==> src/rtl/mult_op_integration_if.sv <==
// Value-in/value-out bundle for the 32x32 signed multiply operator.
// The master drives the operands and reads the product; the slave is the multiplier.
interface mult_op_integration_if;
    logic [31:0] input1;
    logic [31:0] input2;
    logic [63:0] output1;

    modport master (output input1, output input2, input output1);
    modport slave  (input input1, input input2, output output1);
endinterface

==> src/rtl/mult_op_integration.sv <==
// Registered 32x32 signed multiplier: input capture, radix-2 Booth engine (one step per cycle),
// product register. Recomputes whenever the captured operands differ from those in flight.
module mult_op_integration (
    input  logic                  clk,
    input  logic                  rst,
    mult_op_integration_if.slave  bus
);
    typedef enum logic [1:0] {
        LOAD = 2'd0,
        RUN  = 2'd1,
        DONE = 2'd2,
        WAIT = 2'd3
    } state_t;

    state_t      state_r, state_nxt_s;
    logic [31:0] a_r, b_r, op_a_r, op_b_r, q_r;
    logic [32:0] m_r, acc_r;
    logic        q_m1_r;
    logic [5:0]  cnt_r;
    logic [63:0] prod_r;

    logic [31:0] op_a_nxt_s, op_b_nxt_s, q_nxt_s;
    logic [32:0] m_nxt_s, acc_nxt_s, sum_s;
    logic        q_m1_nxt_s, mismatch_s;
    logic [5:0]  cnt_nxt_s;
    logic [63:0] prod_nxt_s;

    // 33-bit add/subtract keeps -2^31 operands exact
    function automatic logic [32:0] booth_sum(input logic [32:0] acc, input logic [32:0] m,
                                              input logic [1:0] pair);
        case (pair)
            2'b01:   return acc + m;
            2'b10:   return acc - m;
            default: return acc;
        endcase
    endfunction

    assign mismatch_s  = ({a_r, b_r} != {op_a_r, op_b_r});
    assign bus.output1 = prod_r;

    // Next-state and datapath next values
    always_comb begin
        state_nxt_s = state_r;
        op_a_nxt_s  = op_a_r;
        op_b_nxt_s  = op_b_r;
        m_nxt_s     = m_r;
        acc_nxt_s   = acc_r;
        q_nxt_s     = q_r;
        q_m1_nxt_s  = q_m1_r;
        cnt_nxt_s   = cnt_r;
        prod_nxt_s  = prod_r;
        sum_s       = acc_r;
        case (state_r)
            LOAD: begin
                op_a_nxt_s  = a_r;
                op_b_nxt_s  = b_r;
                m_nxt_s     = {a_r[31], a_r};
                acc_nxt_s   = 33'd0;
                q_nxt_s     = b_r;
                q_m1_nxt_s  = 1'b0;
                cnt_nxt_s   = 6'd0;
                state_nxt_s = RUN;
            end
            RUN: begin
                if (mismatch_s) begin
                    state_nxt_s = LOAD;
                end else begin
                    sum_s      = booth_sum(acc_r, m_r, {q_r[0], q_m1_r});
                    acc_nxt_s  = {sum_s[32], sum_s[32:1]};
                    q_nxt_s    = {sum_s[0], q_r[31:1]};
                    q_m1_nxt_s = q_r[0];
                    cnt_nxt_s  = cnt_r + 6'd1;
                    if (cnt_r == 6'd31) begin
                        state_nxt_s = DONE;
                    end else begin
                        state_nxt_s = RUN;
                    end
                end
            end
            DONE: begin
                if (mismatch_s) begin
                    state_nxt_s = LOAD;
                end else begin
                    prod_nxt_s  = {acc_r[31:0], q_r};
                    state_nxt_s = WAIT;
                end
            end
            WAIT: begin
                if (mismatch_s) begin
                    state_nxt_s = LOAD;
                end else begin
                    state_nxt_s = WAIT;
                end
            end
            default: begin
                state_nxt_s = LOAD;
            end
        endcase
    end

    // FSM state register
    always_ff @(posedge clk or posedge rst) begin
        if (rst) begin
            state_r <= LOAD;
        end else begin
            state_r <= state_nxt_s;
        end
    end

    // Input capture, Booth working registers and product register
    always_ff @(posedge clk or posedge rst) begin
        if (rst) begin
            a_r    <= 32'd0;
            b_r    <= 32'd0;
            op_a_r <= 32'd0;
            op_b_r <= 32'd0;
            m_r    <= 33'd0;
            acc_r  <= 33'd0;
            q_r    <= 32'd0;
            q_m1_r <= 1'b0;
            cnt_r  <= 6'd0;
            prod_r <= 64'd0;
        end else begin
            a_r    <= bus.input1;
            b_r    <= bus.input2;
            op_a_r <= op_a_nxt_s;
            op_b_r <= op_b_nxt_s;
            m_r    <= m_nxt_s;
            acc_r  <= acc_nxt_s;
            q_r    <= q_nxt_s;
            q_m1_r <= q_m1_nxt_s;
            cnt_r  <= cnt_nxt_s;
            prod_r <= prod_nxt_s;
        end
    end
endmodule

==> src/flat_wrapper.sv <==
// flat-port wrapper written by rule: the top's interface ports become plain ports
module mult_op_integration_flat 
  (clk, rst, bus_input1, bus_input2, bus_output1);
  mult_op_integration_if bus_i ();
  input  logic clk;
  input  logic rst;
  input wire logic [$bits(bus_i.input1)-1:0] bus_input1;
  input wire logic [$bits(bus_i.input2)-1:0] bus_input2;
  output wire logic [$bits(bus_i.output1)-1:0] bus_output1;
  assign bus_i.input1 = bus_input1;
  assign bus_i.input2 = bus_input2;
  assign bus_output1 = bus_i.output1;
  mult_op_integration u_core (.clk(clk), .rst(rst), .bus(bus_i));
endmodule
==> config.mk <==
export PLATFORM = sky130hd
export DESIGN_NAME = mult_op_integration_flat
export DESIGN_NICKNAME = d
export VERILOG_FILES = /design/src/rtl/mult_op_integration_if.sv /design/src/rtl/mult_op_integration.sv /design/src/flat_wrapper.sv
export SDC_FILE = /design/constraint.sdc
export NUM_CORES = 1
export LEC_CHECK = 0
export CORE_MARGIN = 1.5
export CORE_UTILIZATION = 57
export DETAILED_ROUTE_END_ITERATION = 6
export PLACE_DENSITY = 0.85
export SYNTH_ARGS = -nofsm -noshare
export SYNTH_HDL_FRONTEND = slang
export SYNTH_SLANG_ARGS = --single-unit
==> constraint.sdc <==
create_clock -name clk -period 12.7 [get_ports clk]
set_input_delay 2.54 -clock clk [delete_from_list [all_inputs] [get_ports clk]]
set_output_delay 2.54 -clock clk [all_outputs]
set_load 0.02 [all_outputs]
==> flow_summary.toml <==
[outcome]
status = "completed"

[setup_path]
path_max_fanout = 101
critPathMaxStageDelay_ps = 940
cp.required_ps = 13210
path_cells = "clkdlybuf4s50_1 -> inv_8 -> buf_4 -> buf_4"
cp-startpoint = "rst"
r2r-start = "u_core.op_a_r[6]"
path_common_cell = "buf_4"
worst-endpoint-arrival_ps = 5500
cp-end-kind = "async pin"
startpoint_type = "input port"
crit_type = "in2async"
critPathSlowestCell = "buf_4"

[power_and_ir_drop]
p_comb_frac = 0.076
p_int_mw = 1.432
cellPowerDensity_nw_per_um2 = 123.6
switching_share = 0.2367
p_sw_mw = 0.4438
power.share.clock = 0.444
irDropWorstVdd_uv = 112.9
leakagePower_nw = 6.788
p_seq_frac = 0.480

[cts]
cts_root_buf = "clkbuf_16"
cts_setup_buffers = 0
cts.repair.resized = 0
clkTransAtPathRegs_ps = 60
cts_hold_buf = 0
numCtsBuffers = 27
cts_buffer_depth = 3
cts.sinks = 265
cts_tree = "built"
clock_latency_ps = 550
htree_levels = 1

[global_routing]
antenna_found_initial = 0
grt_max_degree = 102
grt_pass1_wl_um = 46690
grt_pass1_vias = 9015
overflow = 0
grtUsageTotal = 0.2492

[job]
maxCapViolations = 0

[logic_synthesis]
synth_top_area_share = 0.5219
synth_seq_area_share = 0.5219
synthFlopType = "dfrtp_1"
ys_warn_count = 0
synth.most_common_cell = "dfrtp_1"
synth_cell_type_count = 63
yosysTopAreaCell = "dfrtp_1"
ys_top_cells_by_count = "265 x dfrtp_1, 123 x mux2_2, 87 x xor2_1, 80 x nand2_1, 59 x o21ai_0"
post_synth_inst_count = 1085
netlist_area_um2 = 12710
synth_edf_count = 0
synth_area_leaders = "dfrtp_1 52%, mux2_2 11%, xor2_1 6.0%, ha_1 3.4%, xnor2_1 2.4%"
async_flop_share = 1.000
avgSynthCellArea_um2 = 11.71
synth.net_count = 1187
ys_ff_latch = 265

[drt]
ant_nets = 0
dr_wl_met3_um = 1666
vias = 8870
dr_wl_met2_um = 14140
routed_via_density = 5.917
wl_met1_um = 11880
firstDrtPassIters = 5
wl_um = 28470
drt_iter0_markers = 572
drcViolationCount = 0
wl_per_cell_um = 18.99
top_layer_used = "met4"

[min_path]
min_path_type = "reg2reg"
hp-start = "u_core.bus.output1[35]"

[sta]
finalMaxSlewViolations = 0
tns_ps = 0
rsz0062_at_grt = "false"
max_freq_ghz = 0.2003
worst_clock_skew_ps = 14.28
fin_crit_ps = 4992
relSlewSlack = 0.1291
fin_crit_sh = 0.3931
worst_pin_slew_ps = 1302
setup_violations = 0
hold_viol_final = 0

[die]
rows = 54
io_pins = 130
core_um2 = 21820
die_y_um = 152.3
die_w_um = 152.3
design.die.area_um2 = 23200
start_util = 0.5823

[cells_and_area]
drive_gt1_frac = 0.1591
finalInstanceArea_um2 = 15170
instances_no_fill = 1499
area_delta_synth_final_pct = 19.41
nets = 1300
n_antenna_cell = 0

[placement]
dp_hpwl_um = 19340
dpl-instance-area_um2 = 14220
io_buffer_count = 129
place_inst = 1449
gp_congestion = 0.8608
-- registers in the layout, summed over array words and instances, names as in the netlist --
register	cells
u_core.a_r	32
u_core.acc_r	32
u_core.b_r	32
u_core.bus.output1	64
u_core.cnt_r	6
u_core.op_a_r	32
u_core.op_b_r	32
u_core.q_m1_r	1
u_core.q_r	32
u_core.state_r	2
-- placed cells by master, fill, tap and decap left out, types with 5 or more instances in the layout --
cell type        instances
dfrtp_1                265
clkbuf_16               27
nor4_1                  18
o21ai_1                  6
nand4_1                  8
mux2_2                 123
o21a_1                  11
xnor2_1                 35
nand2b_1                 5
o22a_1                  20
nand2_1                 80
xor2_1                  87
a32oi_1                  7
clkbuf_8                 7
ha_1                    35
a21o_1                  11
a21oi_1                 41
nor3_1                  13
o21ai_0                 59
mux2i_1                 28
clkinv_2                 6
inv_1                   21
clkdlybuf4s50_1        129
nor3b_1                  5
o31ai_1                  7
nor2_1                  43
and3_1                   9
nand3_1                 10
a31oi_1                  8
buf_4                    7
a22o_1                  21
-- routing by layer --
metal | up-vias | GRT usage
met5 | - | 0
met4 | 0 | 0.07767
met3 | 59 | 0.03953
met2 | 270 | 0.4202
met1 | 4421 | 0.3326
li1 | 4120 | -
-- power groups by stage --
stage	Clock (mW)	Sequential, mW	Combinational [mW]
CTS	0.846	0.900	0.144
finish	0.832	0.901	0.143
floorplan	0	0.904	0.0967
detailed placement	0	0.914	0.142
global route	0.877	0.903	0.159
global placement	0	0.912	0.137
-- cells by family after synthesis --
group	after synthesis	synth area share
AOI/OAI and AO/OA	218	0.1163
xor gates and xnor gates	122	0.08409
adders and majority gates	36	0.03604
buffers and inverters	74	0.02343
DFF	265	0.5219
muxes	151	0.1311
and+or+nand+nor	219	0.08724
-- worst max-delay path, delay by kind of cell --
| kind | cells | cell delay [ps] |
|---|---|---|
| buffers and inverters | 4 | 2760 |
-- final timing paths --
check / endpoint / slack [ps] / depth (start not counted)
max in group clk: u_core.acc_r[24] / 8220 / 16
min reg2reg: u_core.bus.output1[35] / 500 / 1
max reg2reg: u_core.acc_r[24] / 8220 / 16
max: u_core.q_r[6] / 7710 / 4
min in group asynchronous: u_core.bus.output1[60] / 2510 / 2
min: u_core.bus.output1[35] / 500 / 1
-- final cells by class --
type	instances	area, um2
clock buffer	36	779.5
clock inverter	14	173.9
fill	1475	6650
inverter	22	90.09
multi-input combinational	746	5804
sequential	265	6631
tap	280	350.3
timing repair buffer	136	1344
-- metrics by stage --
stage                       util  hold slack [ps]  worst slack, ps  power [mW]
after global routing      0.6953            516.1             7175       1.940
final                     0.6953            502.2             7708       1.875
after CTS                 0.6953            505.3             7556       1.890
after global placement    0.6516            484.0             7032       1.050
after detailed placement  0.6516            491.4             6978       1.056
after floorplan                -            466.8             2863       1.001
Note: power is estimated with default switching activity, not from simulation.
